### src/rtl/muldiv_pkg.sv
// Shared definitions for the RV32M multiply/divide units: operand width,
// funct3[1:0] operation encodings, common FSM state codes and sign helpers.
package muldiv_pkg;

    localparam int XLEN  = 32;
    localparam int CNT_W = 6;

    localparam logic [1:0] OP_DIV  = 2'b00;
    localparam logic [1:0] OP_DIVU = 2'b01;
    localparam logic [1:0] OP_REM  = 2'b10;
    localparam logic [1:0] OP_REMU = 2'b11;

    // 2'b11 is unused by both units and must recover to S_IDLE.
    localparam logic [1:0] S_IDLE = 2'b00;
    localparam logic [1:0] S_RUN  = 2'b01;
    localparam logic [1:0] S_DONE = 2'b10;

    localparam logic [XLEN-1:0] INT_MIN  = {1'b1, {(XLEN-1){1'b0}}};
    localparam logic [XLEN-1:0] ALL_ONES = {XLEN{1'b1}};

    // |INT_MIN| wraps back to INT_MIN, which is the right unsigned magnitude.
    function automatic logic [XLEN-1:0] abs_val(input logic [XLEN-1:0] v);
        return v[XLEN-1] ? -v : v;
    endfunction

    function automatic logic [XLEN-1:0] neg_if(input logic neg, input logic [XLEN-1:0] v);
        return neg ? -v : v;
    endfunction

endpackage

### src/rtl/div_step.sv
// One restoring-division iteration: shift the next dividend bit into the
// partial remainder, try subtracting the divisor, and record the quotient bit.
module div_step
    import muldiv_pkg::*;
(
    input  logic [XLEN-1:0] rem_i,
    input  logic [XLEN-1:0] quo_i,
    input  logic [XLEN-1:0] divisor_i,
    output logic [XLEN-1:0] rem_o,
    output logic [XLEN-1:0] quo_o
);

    logic [XLEN:0] shifted;
    logic [XLEN:0] trial;

    always_comb begin
        shifted = {rem_i, quo_i[XLEN-1]};
        trial   = shifted - {1'b0, divisor_i};
        // Bit XLEN of the 33-bit difference is the borrow: set means "restore".
        if (!trial[XLEN]) begin
            rem_o = trial[XLEN-1:0];
            quo_o = {quo_i[XLEN-2:0], 1'b1};
        end else begin
            rem_o = shifted[XLEN-1:0];
            quo_o = {quo_i[XLEN-2:0], 1'b0};
        end
    end

endmodule

### src/rtl/divider.sv
// Sequential radix-2 restoring divider for RV32M DIV/DIVU/REM/REMU.
// Handshake: start is sampled only while busy=0; busy stays high until the FSM
// returns to IDLE; done pulses one cycle when result is valid, and result then
// holds until the next accepted start completes or resolves a special case.
module divider
    import muldiv_pkg::*;
(
    input  logic            clk,
    input  logic            reset,
    input  logic            start,
    input  logic [1:0]      op,
    input  logic [XLEN-1:0] rs1_data,
    input  logic [XLEN-1:0] rs2_data,
    output logic [XLEN-1:0] result,
    output logic            busy,
    output logic            done
);

    logic [1:0]       state_q, state_d;
    logic [XLEN-1:0]  rem_q, rem_d;
    logic [XLEN-1:0]  quo_q, quo_d;
    logic [XLEN-1:0]  dvs_q, dvs_d;
    logic [CNT_W-1:0] count_q, count_d;
    logic             q_neg_q, q_neg_d;
    logic             r_neg_q, r_neg_d;
    logic             want_rem_q, want_rem_d;
    logic [XLEN-1:0]  result_q, result_d;

    logic [XLEN-1:0]  step_rem;
    logic [XLEN-1:0]  step_quo;
    logic             is_signed;
    logic             div_zero;
    logic             sgn_ovf;
    logic             special;

    assign is_signed = ~op[0];
    assign div_zero  = (rs2_data == '0);
    assign sgn_ovf   = is_signed && (rs1_data == INT_MIN) && (rs2_data == ALL_ONES);
    assign special   = div_zero | sgn_ovf;

    div_step u_step (
        .rem_i     (rem_q),
        .quo_i     (quo_q),
        .divisor_i (dvs_q),
        .rem_o     (step_rem),
        .quo_o     (step_quo)
    );

    // State register
    always_ff @(posedge clk or posedge reset) begin
        if (reset) begin
            state_q <= S_IDLE;
        end else begin
            state_q <= state_d;
        end
    end

    // Next-state logic
    always_comb begin
        state_d = S_IDLE;
        case (state_q)
            S_IDLE: begin
                if (!start) begin
                    state_d = S_IDLE;
                end else if (special) begin
                    state_d = S_DONE;
                end else begin
                    state_d = S_RUN;
                end
            end
            S_RUN:   state_d = (count_q == '0) ? S_DONE : S_RUN;
            S_DONE:  state_d = S_IDLE;
            default: state_d = S_IDLE;
        endcase
    end

    // Output logic
    always_comb begin
        busy   = (state_q != S_IDLE);
        done   = (state_q == S_DONE);
        result = result_q;
    end

    // Datapath next values
    always_comb begin
        rem_d      = rem_q;
        quo_d      = quo_q;
        dvs_d      = dvs_q;
        count_d    = count_q;
        q_neg_d    = q_neg_q;
        r_neg_d    = r_neg_q;
        want_rem_d = want_rem_q;
        result_d   = result_q;
        case (state_q)
            S_IDLE: begin
                if (start) begin
                    if (div_zero) begin
                        result_d = op[1] ? rs1_data : ALL_ONES;
                    end else if (sgn_ovf) begin
                        result_d = op[1] ? '0 : INT_MIN;
                    end else begin
                        want_rem_d = op[1];
                        rem_d      = '0;
                        count_d    = CNT_W'(XLEN);
                        if (is_signed) begin
                            quo_d   = abs_val(rs1_data);
                            dvs_d   = abs_val(rs2_data);
                            q_neg_d = rs1_data[XLEN-1] ^ rs2_data[XLEN-1];
                            r_neg_d = rs1_data[XLEN-1];
                        end else begin
                            quo_d   = rs1_data;
                            dvs_d   = rs2_data;
                            q_neg_d = 1'b0;
                            r_neg_d = 1'b0;
                        end
                    end
                end
            end
            S_RUN: begin
                if (count_q != '0) begin
                    rem_d   = step_rem;
                    quo_d   = step_quo;
                    count_d = count_q - 1'b1;
                end else begin
                    // Remainder takes the dividend's sign, quotient the XOR of both.
                    result_d = want_rem_q ? neg_if(r_neg_q, rem_q)
                                          : neg_if(q_neg_q, quo_q);
                end
            end
            default: ;
        endcase
    end

    // Datapath registers
    always_ff @(posedge clk or posedge reset) begin
        if (reset) begin
            rem_q      <= '0;
            quo_q      <= '0;
            dvs_q      <= '0;
            count_q    <= '0;
            q_neg_q    <= 1'b0;
            r_neg_q    <= 1'b0;
            want_rem_q <= 1'b0;
            result_q   <= '0;
        end else begin
            rem_q      <= rem_d;
            quo_q      <= quo_d;
            dvs_q      <= dvs_d;
            count_q    <= count_d;
            q_neg_q    <= q_neg_d;
            r_neg_q    <= r_neg_d;
            want_rem_q <= want_rem_d;
            result_q   <= result_d;
        end
    end

endmodule

### config.mk
export PLATFORM = sky130hd
export DESIGN_NAME = divider
export DESIGN_NICKNAME = d
export VERILOG_FILES = /design/src/rtl/muldiv_pkg.sv /design/src/rtl/div_step.sv /design/src/rtl/divider.sv
export SDC_FILE = /design/constraint.sdc
export NUM_CORES = 1
export LEC_CHECK = 0
export ABC_AREA = 1
export CORE_MARGIN = 5
export CORE_UTILIZATION = 25
export DETAILED_ROUTE_END_ITERATION = 10
export PLACE_DENSITY = 0.52
export SLEW_MARGIN = 10
export SYNTH_ARGS = -nofsm -noshare
export SYNTH_HDL_FRONTEND = slang
export SYNTH_SLANG_ARGS = --single-unit
### constraint.sdc
create_clock -name clk -period 5.6 [get_ports clk]
set_clock_uncertainty 0.15 [all_clocks]
set_input_delay 0.84 -clock clk [delete_from_list [all_inputs] [get_ports clk]]
set_output_delay 0.84 -clock clk [all_outputs]
set_load 0.01 [all_outputs]
; ---- Yosys cells after proc, flatten, opt, wreduce, memory -nomap -nowiden
; Index checks and enable logic that the tools add are counted.
[totals]
mem_bits_ro = 0
ram_bits = 0
latchBits = 0
input_bits = 69
output_inout_bits = 34
reg_bits = 139
memories = 0
[op_classes]
magnitude_cmp = 0
n_addsub = 6
n_reduce_logical = 11
n_shift = 0
div = 0
n_eq_ne = 10
n_bitwise = 5
muxes = 37
n_mul = 0
[op_table]
columns = op, count
row1 = $mux W32, 22
row2 = $pmux W32 S2, 3
row3 = $neg A32 Y32, 4
row4 = $eq A32 B32 Y1 const B, 2
row5 = $sub A33 B32 Y33, 1
row6 = $logic_not A32 Y1, 1
row7 = $mux W6, 4
row8 = $pmux W6 S2, 1
row9 = $ne A2 B2 Y1 const B, 5
row10 = $reduce_and A4 Y1, 2
row11 = $logic_not A6 Y1, 1
row12 = $mux W2, 3
row13 = $reduce_bool A6 Y1, 1
row14 = $sub A6 B1 Y6 const B, 1
row15 = $reduce_and A5 Y1, 1
row16 = $pmux W2 S2, 1
row17 = $reduce_bool A2 Y1, 2
row18 = $mux W1, 3
row19 = $ne A3 B3 Y1 const B, 1
row20 = $not A1 Y1, 3
row21 = $eq A2 B1 Y1 const B, 1
row22 = $eq A2 B2 Y1 const B, 1
row23 = $logic_and A1 B1 Y1, 2
row24 = $logic_not A2 Y1, 1
row25 = 2 further kinds, 2

; ---- Longest topological paths before layout
; Gate-level depths: netlist (run 1).
[depth]
depth_word = 7
mapped_depth = 18

; ---- By module
; A second synthesis (run 1) with hierarchy kept.
[hier_totals]
hier_cells = 2408
hier_area_um2 = 13833.3
[by_module_without_submodules]
columns = module, instances, area_each_um2, cells_each
row1 = divider, 1, 10437.5, 1694
row2 = div_step, 1, 3395.8, 714

; ---- Least setup slack after synthesis (run 1)
; Ideal clock, no wire load.
[synth_timing]
path_kind = input -> register
from = input port rs1_data[0]
to = register result_q[6], in the netlist result[6]
setup_ns = 0.117
t_arrival_ns = 2.291
path_buffers = 2
path_stages = 13
t_required_ns = 5.333
slack_ns = 3.042
cell_sequence = inv_1 -> ha_1 -> nand3_1 -> nor2_4 -> nand3_2 -> nor2_2 -> nand2_2 -> nand3_2 -> nand2_2 -> buf_6 -> buf_2 -> nor2_1 -> nor2_1
[synth_between]
elab_chain_len = 5
[synth_rtl]
columns = element, line_no
row1 = "start, declared", divider.sv:12  ; input logic [XLEN-1:0] rs1_data,
row2 = $eq A32 B32 Y1, divider.sv:38  ; assign sgn_ovf = is_signed && (rs1_data == INT_MIN) && (rs2_data == ALL_ONES);
row3 = $logic_and A1 B1 Y1 (2 in a row), divider.sv:38
row4 = $ne A3 B3 Y1 (no line), n/a
row5 = $reduce_and A4 Y1 (no line), n/a
row6 = "end signal, assigned", divider.sv:153  ; result_q <= result_d;
row7 = "end, declared", divider.sv:27  ; logic [XLEN-1:0] result_q, result_d;
; No other way between the ends.
; A chain may end at the register's enable or synchronous reset.

; ---- Worst setup path in the final report (run 1)
[layout_timing]
from = input port rs2_data[16]
to = register quo_q[29]
[layout_between]
elab_chain_len = 4
elab_cells_between_ends = 6
cone_classes = 3 x eq/ne / 3 x reduce/logical
[layout_rtl]
columns = element, line_no
row1 = "start, declared", divider.sv:13  ; input logic [XLEN-1:0] rs2_data,
row2 = $eq A32 B32 Y1, divider.sv:38
row3 = $logic_and A1 B1 Y1, divider.sv:38
row4 = $ne A2 B2 Y1 (no line), n/a
row5 = $reduce_and A5 Y1 (no line) *, n/a
row6 = "end signal, assigned", divider.sv:147  ; quo_q <= quo_d;
row7 = "end, declared", divider.sv:21  ; logic [XLEN-1:0] quo_q, quo_d;
; Every way passes the cells marked *; elsewhere a longest branch is shown, timed or not.

==> results.md, run 1 <==
Outcome:
- The flow ran to the end, and the final reports show no timing, DRC or antenna violations.

Clocking:
- The CTS tree is yes.
- The number of setup buffers added after CTS is 0.
- The depth of the CTS H-tree is 4.
- In this run, CTS created clock tree buffers numbering 17.
- The count of hold buffers inserted by post-cts repair is 0.
- The clock net in this run drives a total of roughly 140 sinks.
- The post-cts gate resize count is 0.
- Clock-pin slew was measured on the worst setup and hold paths at 0.07 ns.
- Clock latency on the worst-skew pair, taken at its later pin, is 0.45 ns.
- The root buffer cell chosen for the clock tree is clkbuf_16.
- The maximum number of buffers from clock root to sink is 2.

Timing:
- The setup TNS is 0 ns.
- Setup repair after global routing left no endpoint under its margin.
- The maximum operating frequency is about 260 MHz.
- Measured against its own limit, the worst slew margin works out to 0.2650.
- The final-report hold violation count is 0.
- The final-report setup violation count is 0.
- Setup slack on the critical path of the routed design comes to between 1.5 and 2 ns.
- The actual transition at the worst max-transition pin is between 1 and 1.5 ns.
- The share of the clock period used by the worst path after layout is 0.6901.
- The smallest clock period supported by the final layout is computed as a little under 4 ns.
- The number of max-slew violations in the final report is 0.
- Hold timing on the final database bottoms out at a slack of 0.3345 ns.

Global route:
- The pin count of the biggest net entering global routing is between 70 and 80.
- The first global-routing pass estimated roughly 80 mm of wire.
- The initial antenna violation count is 0.
- The via count of the first global-routing pass is roughly 14000.
- The total grt overflow is 0.
- The combined global-route utilization of all metal layers is 0.1763.

Setup path:
- The combined buffer and inverter count along the critical path is 3.
- The worst-path cell with the longest stage delay is inv_2.
- In this run the number of cells on the critical path is 12.
- The number of cells on the worst reg-to-reg path is 17.
- The cell repeated most along the worst path is nand2_1.
- For the worst setup path, the data arrival time is around 4.1 ns.
- The critical path's top delay family is simple AND/OR/NAND/NOR gates.
- The startpoint type of the worst setup path is a primary input.
- STA classifies the critical path endpoint as a flip-flop.
- The data required time at the worst endpoint is just under 6 ns.
- Along the worst path, the maximum fanout reaches between 40 and 50.
- The largest stage delay on the critical path is ~0.72 ns.
- The kind of critical path is primary input to flip-flop.
- The critical path goes through clkdlybuf4s50_1, inv_2, nand2_1, nor3_1, nand2_1, nor2_4, nand3_4, nand3_4, nand2_4, inv_2, nand2_1, nand3_1.

Layout:
- The antenna diode instance count is 0.
- Of the cells placed in the final design, the portion with a size suffix greater than 1 is 0.04813.
- The area growth from synthesis to final layout is 16.84%.
- At the end of the flow, the number of nets in the layout was around 2400.
- Summing all multi-input logic gate instances after layout gives approximately 8000 um2.
- The filler cells instantiated in the layout total slightly below 6000.
- Once layout is complete, the utilization of the core stands at 0.2959.
- Summing all flip-flop and latch instances after layout gives around 3500 um2.
- For this run, the number of standard cells in the final layout without fillers is 3036.
- The library cell used most frequently in the layout, excluding fill and tap cells, is nand2_1.
- Leaving out fill and tap cells, the most frequent cells in the layout are 756 x nand2_1, 320 x inv_1, 315 x nand3_1.

Power and ir drop:
- The power per cell area is just under 700 nW/um2.
- The static leakage is 0.007866 uW.
- The peak ir drop on the vdd network is slightly below 300 uV.

Route:
- For this run, the detailed router's first-pass iteration total came to 6.
- The via total after detailed routing is around 15000.
- The number of vias per cell after detailed routing is between 4 and 5.
- The average wire length per cell after detail routing is roughly 17 um.
- The total detailed-routing wirelength is between 50 and 60 mm.
- For this block, the initial DRC count from the detailed router was between 1000 and 1500.
- The remaining antenna violation count after routing is 0.
- The count of unresolved DRC violations after routing is 0.

Floorplanning:
- The width of the die is ~240 um.
- The initial standard-cell utilization of the core is 0.2533.
- In this run the standard cell core region covers approximately 53000 um2.
- The die covers between 50000 and 60000 um2.
- slightly above 100 I/O pins were placed.
- The number of placement rows is 84.
- The floorplan step set the die height to around 240 um.

Hold path:
- The worst hold path depth is 2.
- In this run the worst hold path is classified as flip-flop to flip-flop.

Logic synthesis:
- After synthesis, the mean cell area works out to around 6 um2.
- Of the synthesized area, sequential elements account for 0.2608.
- The count of flip-flops with a built-in enable after synthesis is 0.
- The synthesized design contains 139 register bits.
- The gate count after technology mapping is around 2300.
- The number of nets handed over by synthesis was approximately 2400.
- The unique cell type count in the Yosys netlist is 45.
- In this run the cell area of the synthesized design comes to between 10000 and 15000 um2.
- Among all flip-flop cells after synthesis, the most frequent one is dfrtp_1.
- Of all flip-flops after synthesis, the portion carrying an async set or reset was 1.000.
- The total number of yosys warnings is 0.

Placed design:
- The number of placed instances, taps included, is around 3000.
- The final RePlAce weighted congestion is 0.9358.
- The placement-stage worst setup slack is 1.279 ns.
- Once detailed placement completed, the half-perimeter wirelength came to 41.71 mm.
- Input and output buffers added on the ports amount to roughly 100.

Run:
- The reported max-cap violation count is 0.
metal layers:
metal	global-route usage	vias to the layer above	routed length, um
met3	0.02685	56	2896
met5	0	-	0
met2	0.2818	456	23510
li1	-	7362	-
met4	0.04496	0	1140
met1	0.2503	6782	24230
Yosys cell counts (21+ instances only):
cell | n | area (um2)
nand2_1 | 756 | 2838
inv_1 | 321 | 1205
nand3_1 | 315 | 1577
nor2_1 | 216 | 810.8
dfrtp_1 | 139 | 3478
o21ai_0 | 114 | 570.6
a21oi_1 | 53 | 265.3
ha_1 | 38 | 475.5
o21ai_1 | 38 | 190.2
clkbuf_1 | 35 | 131.4
nand4_1 | 26 | 162.7
xor2_1 | 26 | 227.7
nor3_1 | 23 | 115.1
buf_2 | 21 | 105.1
per-stage QoR:
step           area, um2  power (uW)
2_1_floorplan      13340        7086
3_3_place_gp       14960        9287
3_5_place_dp       14960        9333
4_1_cts            15580       10580
5_1_grt            15580       11630
6_report           15580       10590
cells by family (layout without fill, tap and decap cells):
logic type | Yosys count | count (layout) | synth area share
and+or+nand+nor | 1402 | 1402 | 0.4519
buffers and inverters | 409 | 483 | 0.1216
AOI/OAI and AO/OA | 251 | 251 | 0.1062
DFF | 139 | 139 | 0.2608
adders and majority gates | 39 | 39 | 0.03716
xor gates and xnor gates | 34 | 34 | 0.02233
sequential cells by signal, summed over array words and instances, names as in the netlist:
signal      flops
rem_q          32
q_neg_q         1
count_q         6
state_q         2
dvs_q          32
result         32
r_neg_q         1
quo_q          32
want_rem_q      1
report_power, final:
group | switching (uW) | total [uW] | internal (uW)
combinational | 4890 | 7260 | 2370
sequential | 591 | 2110 | 1510
clock | 533 | 1220 | 688
worst paths after layout:
kind,start,endpoint,slack [ns]
worst max-delay path,rs2_data[16],quo_q[29],1.74
worst min-delay path,result[24],result[24],0.33
worst max register to register,quo_q[31],rem_q[24],2.52
worst min register to register,result[24],result[24],0.33
max in group asynchronous,reset,dvs_q[30],3.44
min in group asynchronous,reset,result[14],0.72
area by class of cell:
| class | count | share of cell area |
|---|---|---|
| Clock buffer | 18 | 0.02819 |
| Clock inverter | 14 | 0.01140 |
| Inverter | 336 | 0.08127 |
| Multi-Input combinational cell | 1726 | 0.5289 |
| Sequential cell | 139 | 0.2232 |
| Tap cell | 688 | 0.05525 |
| Timing Repair Buffer | 115 | 0.07179 |
worst register-to-register path: stages, from the launching register on:
cell	delay, ns
dfrtp_1	0.35
inv_1	0.13
ha_1	0.26
fa_1	0.43
inv_1	0.14
nand2_1	0.06
nand2_1	0.08
nand3_1	0.08
nand2_1	0.17
nand2_2	0.08
nand2_2	0.08
nand2_2	0.08
nand2_2	0.09
nand2_2	0.24
nand2_4	0.27
nand2_1	0.10
nand3_1	0.11
nand2_1	0.07
Power figures use the tool's default switching activity.
==> run 2: changes to the inputs <==
PLACE_DENSITY = 0.53   (was 0.52)
clock period = 3.41 ns   (was 5.6 ns; I/O delays follow)
==> run 2 against run 1 <==
  * First-iteration DRC count is 8.5% higher
  * Critical endpoint is now rem_q[5]
  * Largest power group unchanged
  * Highest routed layer unchanged
  * Core utilization is 0.34 points higher
  * Cell count is 0.76% higher
  * Clock power is 54% higher
  * Worst hold slack worse by 0.15 ns
  * Total power is 65% higher
  * Non-clock buffer count is 23 higher
  * Setup slack worse by 1.3 ns
  * Global-route usage is 0.26 points higher
  * Combinational power is 67% higher
  * Largest cell class unchanged
==> results.md, run 2 (synthesis results as in run 1) <==
Clocking:
- The clock reaches the later pin of the worst-skew pair after 0.45 ns.
- Gates resized during post-CTS repair numbered 0.
- Hold repair after CTS inserted 0 buffers.
- Counting the buffers created by CTS gives 17.
- The sink count of the clock tree is about 140.
- Clock-pin slew was measured on the worst setup and hold paths at about 0.070 ns.
- No sink is reached through more buffers than the 2 on the longest clock path.
- The depth of the CTS H-tree is 4.
- The clock root buffer master is clkbuf_16.
- The number of setup buffers added after CTS is 0.
- TritonCTS built the clock tree.

Setup path:
- The critical path contains buffers and inverters numbering 2 combined.
- The endpoint class of the critical path is a flip-flop.
- The worst-path cell with the longest stage delay is fa_1.
- The worst register-to-register path begins at quo_q[31].
- The most numerous cell type found on the critical path is nand2_1.
- The maximum fanout along the worst path is 15.
- STA classifies the critical path startpoint as a flip-flop.
- The data required time at the worst endpoint is roughly 3.7 ns.
- The signal on the critical path passes through inv_1, ha_1, fa_1, inv_1, nand2_1, nand2_1, nand3_1, nand2_1, nand2_2, nand2_2, nand2_2, nand3_2, nand2_2, nand2_1, nand3_1, nand2_1.
- Grouping stages by cell kind, the critical path spends the most delay in simple AND/OR/NAND/NOR gates.
- For flop-to-flop paths, the worst setup slack is roughly 0.42 ns.
- The setup path with the least slack is of type flip-flop to flip-flop.
- The number of cell instances on the worst register-to-register path is 16.
- The endpoint arrival time on the critical path is 3.23 ns.
- In this run the critical register-to-register path is captured at rem_q[5].
- The largest single stage delay on the critical path is 0.43 ns.

Power and ir drop:
- VDD sags by at most approximately 420 uV.
- The power per cell area is about 1100 nW/um2.
- The static leakage is between 0.007 and 0.008 uW.

Route:
- In the final routing, the length of wire on met1 measures 24.62 mm.
- The count of nets left with antenna violations once routing finished came out at 0.
- The total length of routed met2 wires is roughly 24 mm.
- The via total after detailed routing is 14903.
- The first routing iteration left between 1000 and 1500 violations.
- After detailed routing, the number of remaining DRC violations is 0.
- After detailed routing, the total wire length is 53.00 mm.
- The average wire length per cell after detail routing is 17.33 um.
- The length of the first detailed-routing pass in iterations is 6.
- Using the TritonRoute via totals, the vias-per-cell ratio works out to between 4 and 5.
- Detailed routing placed a total of 2.906 mm of wire on met3.
- The highest metal layer with signal wires is met4.

Timing:
- The actual transition at the worst max-transition pin is about 1.0 ns.
- Headroom to the max-slew limit came out at 0.3302.
- The tightest hold path in the finished design has a slack of approximately 0.19 ns.
- Based on the critical path, the design can be clocked at up to ~330 MHz.
- The final-report hold violation count is 0.
- Setup repair after global routing left no endpoint under its margin.
- In the finished design, the share of the clock period the worst path needs comes to 0.8775.
- The number of max-slew violations in the final report is 0.
- The final-report setup violation count is 0.
- The time the final worst path needs with I/O delays and setup is 2.992 ns.
- The setup TNS is 0 ns.

Layout:
- From synthesis to final layout, the design area changed by 18.16%.
- The final layout contains 2466 nets.
- The library cell used most frequently in the layout, excluding fill and tap cells, is nand2_1.
- The antenna diode instance count is 0.
- The share of layout cells above drive strength 1 is 0.05736.
- In the layout the commonest cells are 756 x nand2_1, 320 x inv_1, 315 x nand3_1.
- Once layout is complete, the utilization of the core stands at 0.2993.
- After filler insertion, the fill cell instance count of the layout stands at between 5000 and 6000.

Outcome:
- The flow ran to the end, and the final reports show no timing, DRC or antenna violations.

Floorplanning:
- The number of placement rows is 84.
- The die area is between 50000 and 60000 um2.
- In this run the count of I/O pins placed on the die edge is 103.
- The initial standard-cell utilization of the core is 0.2533.
- The overall die height is 241.0 um.
- The width of the die is approximately 240 um.
- After floorplanning, the core was sized to cover around 53000 um2.

Global route:
- The total grt overflow is 0.
- The via count of the first global-routing pass was around 14000.
- Entering global routing, the biggest net connects just over 70 pins.
- The initial antenna violation count is 0.
- The combined global-route utilization of all metal layers is 0.1789.
- The global-route wire length before repair is 81.18 mm.

Placed design:
- Port buffering added 102 buffers.
- The final RePlAce weighted congestion is approximately 0.94.
- Detailed placement ended at an HPWL of about 43 mm.

Run:
- Max-cap violations in this run came to 0.

Hold path:
- The worst hold path belongs to the class primary input to async pin.
## run 2: changes by cell type in the layout (fill, tap and decap cells not counted)
cell and change:
buf_12 +4, buf_4 +19, bufinv_16 -2, clkbuf_8 -1, clkinv_4 +2, clkinvlp_4 +1, inv_6 -1, inv_8 +1
## run 2: where the power goes
part	switching (uW)	leakage, uW	internal, uW
logic	8140	0.00598	4010
registers	949	0.00171	2490
clock network	909	0.000276	970
total	10000	0.00797	7460
## run 2: per-layer routing
metal  vias to the layer above  track usage
li1                       7418            -
met1                      6918       0.2505
met2                       492       0.2848
met3                        75      0.02823
met4                         0      0.05488
met5                         -            0
## run 2: cell type report
type	count	area, um2	area share
Clock buffer	17	425.4	0.02700
Clock inverter	15	146.4	0.009290
Inverter	336	1265	0.08028
Multi-Input combinational cell	1726	8240	0.5229
Sequential cell	139	3478	0.2207
Tap cell	688	860.8	0.05463
Timing Repair Buffer	138	1341	0.08512
## run 2: metrics by stage
stage                     cells  setup slack, ns  cell area (um2)  power, uW
after floorplan            2274           0.9999            13340      11640
after global placement     3027           0.1628            15190      15400
after detailed placement   3027           0.1599            15190      15500
after CTS                  3059           0.4537            15760      17440
after global routing       3059           0.2497            15760      19110
final                      3059           0.4178            15760      17460
## run 2: how the worst max path moves through the flow
stage | slack (ns) | to | cells past startpoint | startpoint
3_5_place_dp | 0.16 | result[14] | 12 | rs2_data[0]
3_3_place_gp | 0.16 | result[18] | 12 | rs2_data[0]
5_1_grt | 0.25 | rem_q[8] | 16 | quo_q[31]
4_1_cts | 0.45 | rem_q[5] | 13 | rem_q[6]
2_1_floorplan | 1.0 | rem_q[9] | 18 | quo_q[31]
6_report | 0.42 | rem_q[5] | 16 | quo_q[31]
==> run 3: changes to the inputs <==
CTS_BUF_LIST = sky130_fd_sc_hd__clkbuf_4 sky130_fd_sc_hd__clkbuf_8   (was default)
==> run 3 against run 2 <==
  * Sequential share of layout area rose by 0.27 points
  * Cell area fell by 1.2%
  * Critical endpoint unchanged
  * Largest power group unchanged
  * Critical path depth fell by 3
  * Sequential cell count did not move
  * Setup slack improved by 0.015 ns
==> results.md, run 3 (synthesis results as in run 1) <==
Route:
- In this run, the number of DRC markers left after iteration 0 of detailed routing was 1566.
- In the final routed layout, each cell accounts on average for 17.25 um.
- The final route contains 14820 vias.
- The remaining antenna violation count after routing is 0.
- Summed over all layers, the routed wires come to 52.78 mm.
- Dividing the detail-routed via count by the number of cells gives roughly 4.8.
- The count of unresolved DRC violations after routing is 0.
- The length of the first detailed-routing pass in iterations is 6.

Run:
- The reported max-cap violation count is 0.

Setup path:
- For the worst flop-to-flop path, the logic depth is 13.
- In this run the worst path has a maximum fanout of 15.
- The startpoint type of the worst setup path is a flip-flop.
- The startpoint identified for the worst register-to-register timing path is rem_q[6].
- The worst setup path is captured at a flip-flop.
- The worst setup path is of the flip-flop to flip-flop kind.
- The worst register-to-register path ends at rem_q[5].
- The endpoint arrival time on the critical path is roughly 3.2 ns.
- At the worst endpoint, the required time is roughly 3.7 ns.
- The worst reg-to-reg setup slack is roughly 0.43 ns.

Timing:
- The worst hold slack across all endpoints is 0.1360 ns.
- The number of max-slew violations in the final report is 0.
- The actual transition at the worst max-transition pin is between 1 and 1.5 ns.
- Subtracting the final worst setup slack from the clock period gives just under 3 ns.
- The maximum operating frequency is 335.8 MHz.
- The final-report hold violation count is 0.
- Setup repair after global routing left no endpoint under its margin.
- The share of the clock period used by the worst path after layout is 0.8732.
- Setup total negative slack on the finished layout was measured at 0 ns.
- The final-report setup violation count is 0.
- Headroom to the max-slew limit came out at 0.3298.

Clocking:
- The number of clock buffers added by TritonCTS is 17.
- The clock latency on the worst-skew pair is approximately 0.50 ns.
- Once the clock tree was built, the setup fixing pass inserted 0 buffers.
- For this design, the sink count on the clock tree is approximately 140.
- Gates resized during post-CTS repair numbered 0.
- Clock tree synthesis selected as its root buffer the cell clkbuf_8.
- The count of hold buffers inserted by post-cts repair is 0.
- In this run the number of H-tree levels came out at 4.
- The longest clock path from root to sink contains 2 buffers.
- The CTS tree is yes.
- The clock edge transition at the registers on the reported setup and hold paths is ~0.10 ns.

Floorplanning:
- The die area is 58060 um2.
- The number of placement rows is 84.
- For this configuration, the core starts out at a cell density of 0.2533.
- The overall die height is approximately 240 um.
- The core region is around 53000 um2.
- The number of I/O pins is roughly 100.
- From left edge to right edge, the die measures around 240 um.

Global route:
- The pin count of the biggest net entering global routing is 71.
- The initial antenna violation count is 1.
- The first global-routing pass estimated about 80 mm of wire.
- The combined global-route utilization of all metal layers is 0.1786.
- The via count of the first global-routing pass is between 10000 and 15000.
- The total grt overflow is 0.

Layout:
- Relative to the synthesized area, the layout overhead comes to 16.75%.
- In the final layout, the share of cells above drive strength 1 is 0.05736.
- The fill cell instance count of the final layout is about 5900.
- The top cell types in the final layout, fill and taps aside, are 756 x nand2_1, 320 x inv_1, 315 x nand3_1.
- The most common cell after layout, fill and taps aside is nand2_1.
- The final layout contains roughly 2500 nets.

Power and ir drop:
- The static leakage is 0.007884 uW.
- The total design power is between 15000 and 20000 uW.
- IR analysis of the VDD net gives a maximum drop of 394.3 uV.
- Dividing total power by cell area gives a power density of around 1100 nW/um2.

Placed design:
- After legalization and detailed placement, the total HPWL measured between 40 and 50 mm.
- During placement, the flow inserted port buffers numbering between 100 and 150.
- The final RePlAce weighted congestion is just over 0.9.

Outcome:
- The run finished with clean final reports.

Hold path:
- The path class of the tightest hold or removal check is primary input to async pin.
-- run 3: power breakdown --
| group | switching [uW] | internal, uW | leakage, uW |
|---|---|---|---|
| registers | 942 | 2480 | 0.00171 |
| logic | 8140 | 4010 | 0.00598 |
| clock network | 841 | 541 | 0.000189 |
-- run 3: how the worst max path moves through the flow --
stage | cells after the start | end | startpoint
after floorplan | 18 | rem_q[9] | quo_q[31]
after global routing | 16 | rem_q[8] | quo_q[31]
after CTS | 13 | rem_q[5] | rem_q[6]
after detailed placement | 12 | result[14] | rs2_data[0]
final | 13 | rem_q[5] | rem_q[6]
after global placement | 12 | result[18] | rs2_data[0]
-- run 3: final cells by class --
class,instances,area (um2),area share
timing repair buffer,138,1341,0.08615
multi-input combinational,1726,8240,0.5293
tap,688,860.8,0.05529
inverter,336,1265,0.08125
antenna,1,2.502,0.0001607
clock inverter,15,146.4,0.009403
sequential,139,3478,0.2234
clock buffer,17,234.0,0.01503
-- run 3: per-layer routing --
layer / part of all wire / vias up / GRT usage
met5: 0 / - / 0
met3: 0.055 / 81 / 0.02708
li1: - / 7410 / -
met4: 0.026 / 0 / 0.05232
met2: 0.45 / 474 / 0.2865
met1: 0.46 / 6855 / 0.2501
-- run 3: per-stage QoR --
stage / instances / utilization / area, um2 / setup slack [ns]
CTS: 3059 / 0.2956 / 15570 / 0.4489
global route: 3060 / 0.2957 / 15570 / 0.2454
global placement: 3027 / 0.2884 / 15190 / 0.1628
floorplan: 2274 / - / 13340 / 0.9999
finish: 3060 / 0.2957 / 15570 / 0.4323
detailed placement: 3027 / 0.2884 / 15190 / 0.1599
-- run 3: critical path, stage by stage, from the launching register on --
cell     delay [ns]
dfrtp_1        0.54
ha_1           0.43
nand2_1        0.20
inv_2          0.06
a21oi_2        0.16
nand2_1        0.14
nand2_2        0.10
nand2_2        0.06
nand2_2        0.11
nand3_2        0.26
nand2_2        0.38
nand2_1        0.12
nand3_1        0.09
nand2_1        0.06
